`src/rtl/psram_pkg.sv`:
```
// Shared PSRAM constants plus read-capture defaults and the FIFO level-width helper.
package psram_pkg;

   localparam logic [7:0] PSRAM_CMD_SYNC_READ  = 8'h00;
   localparam logic [7:0] PSRAM_CMD_SYNC_WRITE = 8'h80;
   localparam logic [7:0] PSRAM_CMD_REG_READ   = 8'h40;
   localparam logic [7:0] PSRAM_CMD_REG_WRITE  = 8'hC0;
   localparam logic [7:0] PSRAM_CMD_RESET      = 8'hFF;

   localparam int PSRAM_RDCAP_FIFO_DEPTH  = 8;
   localparam int PSRAM_RDCAP_SYNC_STAGES = 2;

   // Occupancy must be able to represent DEPTH itself, hence the extra bit.
   function automatic int rdcap_level_w(input int depth);
      return $clog2(depth) + 1;
   endfunction

endpackage

```
`src/rtl/psram_rdcap_fifo.sv`:
```
// Synchronous first-word-fall-through byte FIFO with flush; reports accepted and dropped pushes.
module psram_rdcap_fifo
   import psram_pkg::*;
#(
   parameter int DEPTH = PSRAM_RDCAP_FIFO_DEPTH
) (
   input  logic                            clk,
   input  logic                            rst,
   input  logic                            clr,
   input  logic                            push,
   input  logic [7:0]                      push_data,
   input  logic                            pop,
   output logic [7:0]                      head,
   output logic [rdcap_level_w(DEPTH)-1:0] level,
   output logic                            full,
   output logic                            empty,
   output logic                            accepted,
   output logic                            dropped
);

   localparam int AW = $clog2(DEPTH);
   localparam int LW = rdcap_level_w(DEPTH);

   logic [7:0]    mem [DEPTH];
   logic [AW-1:0] wr_ptr;
   logic [AW-1:0] rd_ptr;
   logic [LW-1:0] count;
   logic          do_push;
   logic          do_pop;

   assign full  = (count == LW'(DEPTH));
   assign empty = (count == '0);

   // A pop frees the slot in the same cycle, so a push at full is still legal alongside one.
   assign do_pop   = pop & ~empty;
   assign do_push  = push & (~full | do_pop);
   assign accepted = do_push & ~clr;
   assign dropped  = push & ~do_push & ~clr;

   always_ff @(posedge clk or posedge rst) begin
      if (rst) begin
         wr_ptr <= '0;
         rd_ptr <= '0;
         count  <= '0;
      end else if (clr) begin
         wr_ptr <= '0;
         rd_ptr <= '0;
         count  <= '0;
      end else begin
         if (do_push) wr_ptr <= wr_ptr + AW'(1);
         if (do_pop)  rd_ptr <= rd_ptr + AW'(1);
         count <= count + LW'(do_push) - LW'(do_pop);
      end
   end

   always_ff @(posedge clk) begin
      if (accepted) mem[wr_ptr] <= push_data;
   end

   assign head  = mem[rd_ptr];
   assign level = count;

endmodule

```
`src/rtl/psram_rdcap.sv`:
```
// PSRAM OPI read-data capture: synchronises DQS/IO, pushes a byte on every DQS edge while enabled.
// Optional captured-byte counter enabled by defining PSRAM_RDCAP_BCNT_EN.
module psram_rdcap
   import psram_pkg::*;
#(
   parameter int FIFO_DEPTH  = PSRAM_RDCAP_FIFO_DEPTH,
   parameter int SYNC_STAGES = PSRAM_RDCAP_SYNC_STAGES
) (
   input  logic                                 clk_i,
   input  logic                                 rst_i,
   input  logic                                 en_i,
   input  logic                                 clr_i,
   input  logic                                 psram_dqs_in_i,
   input  logic [7:0]                           psram_io_in_i,
   output logic                                 rd_valid_o,
   output logic [7:0]                           rd_data_o,
   input  logic                                 rd_ready_i,
   output logic                                 full_o,
   output logic                                 empty_o,
   output logic [rdcap_level_w(FIFO_DEPTH)-1:0] level_o,
   output logic                                 ovf_o,
   output logic [15:0]                          bcnt_o
);

   logic [SYNC_STAGES-1:0] dqs_sync;
   logic [7:0]             io_sync [SYNC_STAGES];
   logic                   dqs_hist;
   logic                   dqs_edge;
   logic                   push;
   logic                   accepted;
   logic                   dropped;
   logic                   ovf_reg;

   // Data rides an identical chain so the byte seen at the last stage matches the strobe edge.
   always_ff @(posedge clk_i or posedge rst_i) begin
      if (rst_i) begin
         dqs_sync <= '0;
         dqs_hist <= 1'b0;
         for (int i = 0; i < SYNC_STAGES; i++) io_sync[i] <= '0;
      end else begin
         dqs_sync   <= {dqs_sync[SYNC_STAGES-2:0], psram_dqs_in_i};
         dqs_hist   <= dqs_sync[SYNC_STAGES-1];
         io_sync[0] <= psram_io_in_i;
         for (int i = 1; i < SYNC_STAGES; i++) io_sync[i] <= io_sync[i-1];
      end
   end

   // History tracks DQS even when disabled, so raising en_i never produces a stale edge.
   assign dqs_edge = dqs_sync[SYNC_STAGES-1] ^ dqs_hist;
   assign push     = dqs_edge & en_i;

   psram_rdcap_fifo #(
      .DEPTH (FIFO_DEPTH)
   ) u_fifo (
      .clk       (clk_i),
      .rst       (rst_i),
      .clr       (clr_i),
      .push      (push),
      .push_data (io_sync[SYNC_STAGES-1]),
      .pop       (rd_ready_i),
      .head      (rd_data_o),
      .level     (level_o),
      .full      (full_o),
      .empty     (empty_o),
      .accepted  (accepted),
      .dropped   (dropped)
   );

   assign rd_valid_o = ~empty_o;

   always_ff @(posedge clk_i or posedge rst_i) begin
      if (rst_i)        ovf_reg <= 1'b0;
      else if (clr_i)   ovf_reg <= 1'b0;
      else if (dropped) ovf_reg <= 1'b1;
   end

   assign ovf_o = ovf_reg;

`ifdef PSRAM_RDCAP_BCNT_EN
   logic [15:0] bcnt_reg;

   always_ff @(posedge clk_i or posedge rst_i) begin
      if (rst_i)         bcnt_reg <= '0;
      else if (clr_i)    bcnt_reg <= '0;
      else if (accepted) bcnt_reg <= bcnt_reg + 16'd1;
   end

   assign bcnt_o = bcnt_reg;
`else
   assign bcnt_o = '0;
`endif

endmodule

```
`config.mk`:
```
export PLATFORM = sky130hd
export DESIGN_NAME = psram_rdcap
export DESIGN_NICKNAME = d
export VERILOG_FILES = /design/src/rtl/psram_pkg.sv /design/src/rtl/psram_rdcap_fifo.sv /design/src/rtl/psram_rdcap.sv
export SDC_FILE = /design/constraint.sdc
export NUM_CORES = 1
export LEC_CHECK = 0
export ABC_AREA = 1
export CAP_MARGIN = 20
export CORE_MARGIN = 3
export CORE_UTILIZATION = 53
export CTS_CLUSTER_DIAMETER = 80
export CTS_CLUSTER_SIZE = 30
export DETAILED_ROUTE_END_ITERATION = 8
export HOLD_SLACK_MARGIN = 0.03
export PLACE_DENSITY = 0.76
export SYNTH_ARGS = -nofsm -noshare
export SYNTH_HDL_FRONTEND = slang
export SYNTH_SLANG_ARGS = --single-unit
```
`constraint.sdc`:
```
create_clock -name clk_i -period 2.8 [get_ports clk_i]
set_input_delay 0.84 -clock clk_i [delete_from_list [all_inputs] [get_ports clk_i]]
set_output_delay 0.84 -clock clk_i [all_outputs]
set_load 0.05 [all_outputs]
```
==> results of run 1 <==
-- placed cells by master, fill, tap and decap left out, drive strengths merged --
master and n:
a21oi 4, buf 19, clkbuf 9, clkdlybuf4s50 18, clkinv 2, clkinvlp 2, conb 16, dfrtp 30
dlygate4sd2 1, dlymetal6s2s 1, edfxtp 64, fa 1, ha 8, inv 22, nand2 39, nand3 15
nand4 3, nor2 64, nor3b 1, o21ai 50, xnor2 1, xor2 2
-- logic make-up after synthesis --
family / count (synthesis) / synth area share, %
buffers and inverters: 47 / 6.54
other: 1 / 0.0961
AO/OA/AOI/OAI: 54 / 6.93
flip-flops: 94 / 68.5
XOR/XNOR: 3 / 0.673
adder cells (fa/ha/maj): 9 / 3.08
AND/OR/NAND/NOR: 122 / 14.2
-- power by group through the flow --
stage	registers, mW	logic, mW	clock network (mW)
after global routing	1.63	1.58	0.922
after CTS	1.62	1.44	0.864
final	1.62	1.43	0.845
after floorplan	1.73	0.998	0
after detailed placement	1.65	1.44	0
after global placement	1.65	1.41	0
-- registers in the layout, indices dropped and copies added, names as in the netlist --
signal         cells
dqs_hist           1
dqs_sync           2
io_sync           16
ovf_o              1
u_fifo.level       4
u_fifo.mem        64
u_fifo.rd_ptr      3
u_fifo.wr_ptr      3
-- worst max-delay path: stages, from the launching register on --
cell and delay, ns:
dfrtp_1 0.42, buf_4 0.24, nor2_1 0.07, nor2_1 0.08, o21ai_0 0.10, o21ai_0 0.11, nand2_1 0.09, nand2_1 0.08
buf_4 0.19
-- through the flow --
step           utilization, %  area [sq um]
5_1_grt                  63.5          4430
3_5_place_dp             60.7          4240
4_1_cts                  63.4          4430
6_report                 63.5          4430
3_3_place_gp             60.7          4240
2_1_floorplan               -          3960
-- path summary, 6_finish.rpt --
path	end
min reg2reg	dqs_sync[1]
max in group asynchronous	u_fifo.rd_ptr[0]
max	rd_data_o[7]
min in group asynchronous	io_sync[6]
max reg2reg	u_fifo.level[2]
min	dqs_sync[1]
-- layer usage --
| metal | wire (um) | vias to the layer above |
|---|---|---|
| met5 | 0 | - |
| met4 | 80 | 0 |
| met3 | 400 | 8 |
| met2 | 3110 | 78 |
| met1 | 3020 | 1096 |
| li1 | - | 1155 |
-- cell type report --
cell class                      count  area, sq um  share of cell area, %
Clock inverter                      7         67.6                   1.52
Tap cell                           96          120                   2.71
Inverter                           19         73.8                   1.67
Clock buffer                        9          124                   2.79
Sequential cell                    94         2670                   60.3
Multi-Input combinational cell    204         1030                   23.3
Timing Repair Buffer               39          344                   7.76
==> results.tsv, run 1 <==
stage	metric	value	unit
drt	vias	2337	
drt	postRouteAntennaNets	0	
clock_tree	postCtsResizedCells	1	
clock_tree	clock_sinks	94	
global_routing	busiest_layer	met2	
sta	tightest_slew	0.511	ns
logic_synthesis	synth_area	3900	sq um
drt	drt_iter0_drc	121	
clock_tree	cts_setup_buffers	0	
pwr	p_comb_share	36.7	%
clock_tree	cts_buffer_depth	2	
finish	drive_above_1_share	14.5	%
finish	nets	390	
logic_synthesis	yosysSeqAreaShare	68.5	%
job	maxCapViolCount	0	
critical_path	crit_start	u_fifo.rd_ptr[0]	
pwr	seqPwrFrac	41.6	%
logic_synthesis	synth_top_area_cell	edfxtp_1	
place	place.gp.congestion	0.833	
logic_synthesis	ys_top_cells_by_count	edfxtp_1 (64), nor2_1 (55), o21ai_1 (40)	
drt	vias_per_cell	4.99	
clock_tree	h-tree-depth	3	
sta	maxSlewHeadroom	65.9	%
sta	period_share	92.0	%
logic_synthesis	synth-edff-count	64	
critical_path	ff2ff_setup_slack	0.63	ns
place	dpl.cell_count	452	
sta	hold_ws	0.355	ns
finish	final_cell_count_no_fill	468	
floorplanning	dieArea	8430	sq um
global_routing	antenna_found_initial	0	
pwr	internal-power	2.34	mW
logic_synthesis	synthCells	330	
floorplanning	die_w	91.8	um
pwr	ir_drop	0.437	mV
sta	drv_slew	0	
critical_path	cp_data_arrival_time	1.74	ns
global_routing	grt_overflow	0	
clock_tree	cts_buffers	9	
finish	diodes	0	
worst_hold_path	hold_start	dqs_sync[0]	
global_routing	met2_usage	26.0	%
logic_synthesis	ys.flop_type	edfxtp_1	
global_routing	use_met1	24.0	%
sta	setup_tns	0	ns
critical_path	r2r_start	u_fifo.level[2]	
drt	routedWlPerCell	14.1	um
logic_synthesis	netlist_top_cells_area	edfxtp_1 (49%), dfrtp_1 (19%), nor2_1 (5.3%)	
floorplanning	die_h	91.8	um
floorplanning	num_io_pins	46	
sta	fin_crit	2.58	ns
critical_path	ff2ff_path_depth	11	
sta	fmax	388	MHz
clock_tree	cts_tree	yes	
sta	final_hold_viol_count	0	
worst_hold_path	worst_hold_path_type	flip-flop to flip-flop	
logic_synthesis	syn_avg_cell_area	11.8	sq um
drt	first_pass_iters	4	
logic_synthesis	synth.top_cell.area_share	49.2	%
place	dp_slack	0.0772	ns
critical_path	worstSetupStartpointType	flip-flop	
critical_path	required	1.96	ns
pwr	p_leak	1.75	nW
pwr	switching_share	39.9	%
sta	fin_ws	0.223	ns
clock_tree	cts-hold-fix-buffers	0	
logic_synthesis	yosys_warnings	0	
floorplanning	rows	30	
sta	setup_viol	0	
logic_synthesis	async_flop_share	31.9	%
global_routing	grtUsageMet3	4.18	%
drt	drc	0	
worst_hold_path	worstHoldPathCells	0	
logic_synthesis	synth_seq_cells	94	
global_routing	grt_max_degree	35	
critical_path	worst-path-max-fanout	17	
global_routing	grtUsageTotal	17.2	%
pwr	p_switching	1.55	mW
drt	finalWirelength	6610	um
logic_synthesis	synth_most_common_cell	edfxtp_1	
floorplanning	coreArea	6980	sq um
finish	fillers	568	
floorplanning	start_util	55.9	%
clock_tree	worstSkewPairLatency	0.36	ns
clock_tree	clkTransAtPathRegs	0.09	ns
sta	rsz0062_at_grt	no	
place	hpwl	4540	um
sta	skew	0.0126	ns
critical_path	path_class	flip-flop to output port	
pwr	pwr-share-clk	21.7	%
global_routing	grt_pass1_vias	2246	
global_routing	grt_pass1_wl	11100	um
pwr	finalPower	3.90	mW
clock_tree	root_buffer	clkbuf_8	
finish	area_growth	13.6	%
run_status	outcome	complete, no violations	
place	portBuffers	29	
critical_path	worstSetupEndpointType	output port	
logic_synthesis	synth.distinct_cells	24	
pwr	power.density	879	nW/um^2
Power figures use the tool's default switching activity.
==> run 2: changes to the inputs <==
==> constraint.sdc (replaced) <==
create_clock -name clk_i -period 2.8 [get_ports clk_i]
set_input_delay 0.84 -clock clk_i [delete_from_list [all_inputs] [get_ports clk_i]]
set_output_delay 0.84 -clock clk_i [all_outputs]
set_load 0.01 [all_outputs]
==> run 2 against run 1 <==
Effect of this change:
- die area did not move
- register-to-register slack improved by 0.03 ns
- hold slack got worse by 0.00081 ns
- clock power rose by 2%
- final cell count rose by 3.4%
- routed wire length rose by 5.8%
==> results.tsv, run 2 (same netlist as run 1, synthesis figures left out) <==
stage	metric	value	unit	change
pwr	p_comb_share	32.2	%	-4.5 points
critical_path	r2r_start	u_fifo.level[2]		
global_routing	grt_pass1_vias	2358		+5.0%
pwr	ir_drop	0.497	mV	+14%
finish	drive_above_1_share	16.0	%	+1.5 points
floorplanning	die_h	91.8	um	unchanged
sta	hold_ws	0.354	ns	-0.000810 ns
critical_path	worstSetupStartpointType	flip-flop		
critical_path	ff2ff_path_depth	11		unchanged
pwr	switching_share	31.8	%	-8.1 points
global_routing	grtUsageTotal	17.9	%	+0.74 points
critical_path	required	1.96	ns	about the same
finish	diodes	0		unchanged
pwr	seqPwrFrac	44.3	%	+2.7 points
floorplanning	num_io_pins	46		unchanged
drt	first_pass_iters	4		unchanged
global_routing	grt_max_degree	31		-11%
floorplanning	coreArea	6980	sq um	unchanged
sta	setup_tns	0	ns	unchanged
clock_tree	worstSkewPairLatency	0.36	ns	about the same
pwr	pwr-share-clk	23.5	%	+1.8 points
clock_tree	cts-hold-fix-buffers	0		unchanged
critical_path	crit_start	u_fifo.rd_ptr[0]		
critical_path	path_class	flip-flop to output port		
global_routing	grt_overflow	0		unchanged
sta	fmax	369	MHz	-4.9%
sta	rsz0062_at_grt	no		
critical_path	cp_data_arrival_time	1.87	ns	+0.13 ns
place	placed_cell_area	4350	sq um	+2.6%
sta	drv_slew	0		unchanged
place	hpwl	4740	um	+4.4%
finish	final_common_cell	edfxtp_1		
sta	fin_crit	2.71	ns	+0.133 ns
drt	vias	2386		+2.1%
finish	largest_register	u_fifo.mem		
worst_hold_path	worst_hold_path_type	flip-flop to flip-flop		
finish	fillers	507		-11%
critical_path	r2r_end	u_fifo.level[2]		
finish	multi_input_comb_area	1030	sq um	unchanged
floorplanning	rows	30		unchanged
drt	postRouteAntennaNets	0		unchanged
floorplanning	start_util	55.9	%	unchanged
pwr	internal-power	2.50	mW	+6.8%
critical_path	ff2ff_setup_slack	0.66	ns	+0.03 ns
finish	largest_reg_flops	64		unchanged
pwr	p_leak	1.87	nW	+6.9%
clock_tree	cts_buffer_depth	2		unchanged
worst_hold_path	hold_start	io_sync[8]		
drt	drt_iter0_drc	137		+13%
clock_tree	cts_tree	yes		
clock_tree	cts_buffers	9		unchanged
critical_path	worstSetupEndpoint	rd_data_o[5]		
floorplanning	die_w	91.8	um	unchanged
sta	skew	0.00889	ns	-0.00372 ns
clock_tree	h-tree-depth	3		unchanged
critical_path	worst-path-max-fanout	12		-5
critical_path	worstSetupEndpointType	output port		
drt	finalWirelength	6990	um	+5.8%
place	place.gp.congestion	0.808		-3.0%
pwr	power.density	791	nW/um^2	-10%
finish	design_area	4640	sq um	+4.6%
drt	routedWlPerCell	14.4	um	+2.3%
drt	drc	0		unchanged
place	portBuffers	29		unchanged
sta	setup_viol	0		unchanged
finish	final_util	66.4	%	+2.9 points
sta	final_hold_viol_count	0		unchanged
floorplanning	dieArea	8430	sq um	unchanged
pwr	p_switching	1.17	mW	-25%
clock_tree	clkTransAtPathRegs	0.09	ns	about the same
run_status	outcome	complete, no violations		
global_routing	grt_pass1_wl	11500	um	+3.9%
global_routing	antenna_found_initial	0		unchanged
sta	period_share	96.8	%	+4.7 points
finish	area_growth	18.8	%	
drt	vias_per_cell	4.93		-1.3%
clock_tree	root_buffer	clkbuf_8		
finish	seq_area	2670	sq um	about the same
clock_tree	clock_sinks	94		unchanged
finish	layout_common_cells	edfxtp_1 (64), nor2_1 (55), o21ai_1 (41)		
job	maxCapViolCount	0		unchanged
pwr	finalPower	3.67	mW	-5.9%
finish	nets	406		+4.1%
-- run 2: changes by cell type in the layout (fill, tap and decap cells not counted), moves of 2 or more --
cell / change
buf_6: +5
clkdlybuf4s50_1: +5
clkbuf_16: +2
dlygate4sd2_1: +2
dlymetal6s2s_1: +2
-- run 2: final cells by class --
type / count / share of cell area (%)
flip-flops and latches: 94 / 57.7
well taps: 96 / 2.59
clock inverters: 6 / 1.08
repair buffers: 55 / 11.6
clock buffers: 10 / 3.21
inverters: 19 / 1.59
multi-input cells: 204 / 22.2
-- run 2: critical path: stages (launching register included) --
cell	delay, ns
dfrtp_2	0.46
buf_4	0.15
buf_6	0.14
nor2_1	0.11
nor2_1	0.05
o21ai_1	0.09
o21ai_1	0.09
nand2_1	0.07
nand2_1	0.07
dlygate4sd2_1	0.28
-- run 2: how the worst min path moves through the flow --
stage                   to  cells after the start  slack [ns]
2_1_floorplan  dqs_sync[1]                      0        0.33
3_3_place_gp    io_sync[2]                      0        0.33
3_5_place_dp    io_sync[4]                      0        0.33
4_1_cts         io_sync[4]                      0        0.36
5_1_grt         io_sync[1]                      0        0.36
6_report        io_sync[0]                      0        0.35
-- run 2: repair_timing --
action	4_1_cts	5_1_grt
pin swaps	0	0
endpoints found under the setup margin	3	5
cloned	0	1
setup buffers	1	4
gates resized for setup	7	7
-- run 2: routing by layer --
layer / GRT usage [%] / share of wire (%) / wire [um]
met2: 29.0 / 51 / 3530
met3: 2.95 / 4.1 / 290
met5: 0 / 0 / 0
met1: 24.1 / 44 / 3070
met4: 7.80 / 1.3 / 92
-- run 2: metrics by stage --
step	setup WS (ns)	cells
6_report	0.0905	484
5_1_grt	0.00327	484
4_1_cts	0.00708	479
3_5_place_dp	0.104	462
3_3_place_gp	0.123	462
2_1_floorplan	0.657	345
-- run 2: power groups by stage --
stage	clock network (mW)	logic (mW)	registers [mW]
after floorplan	0	0.699	1.65
after global placement	0	1.09	1.64
after detailed placement	0	1.12	1.65
after CTS	0.885	1.13	1.62
after global routing	0.948	1.31	1.64
final	0.863	1.18	1.62
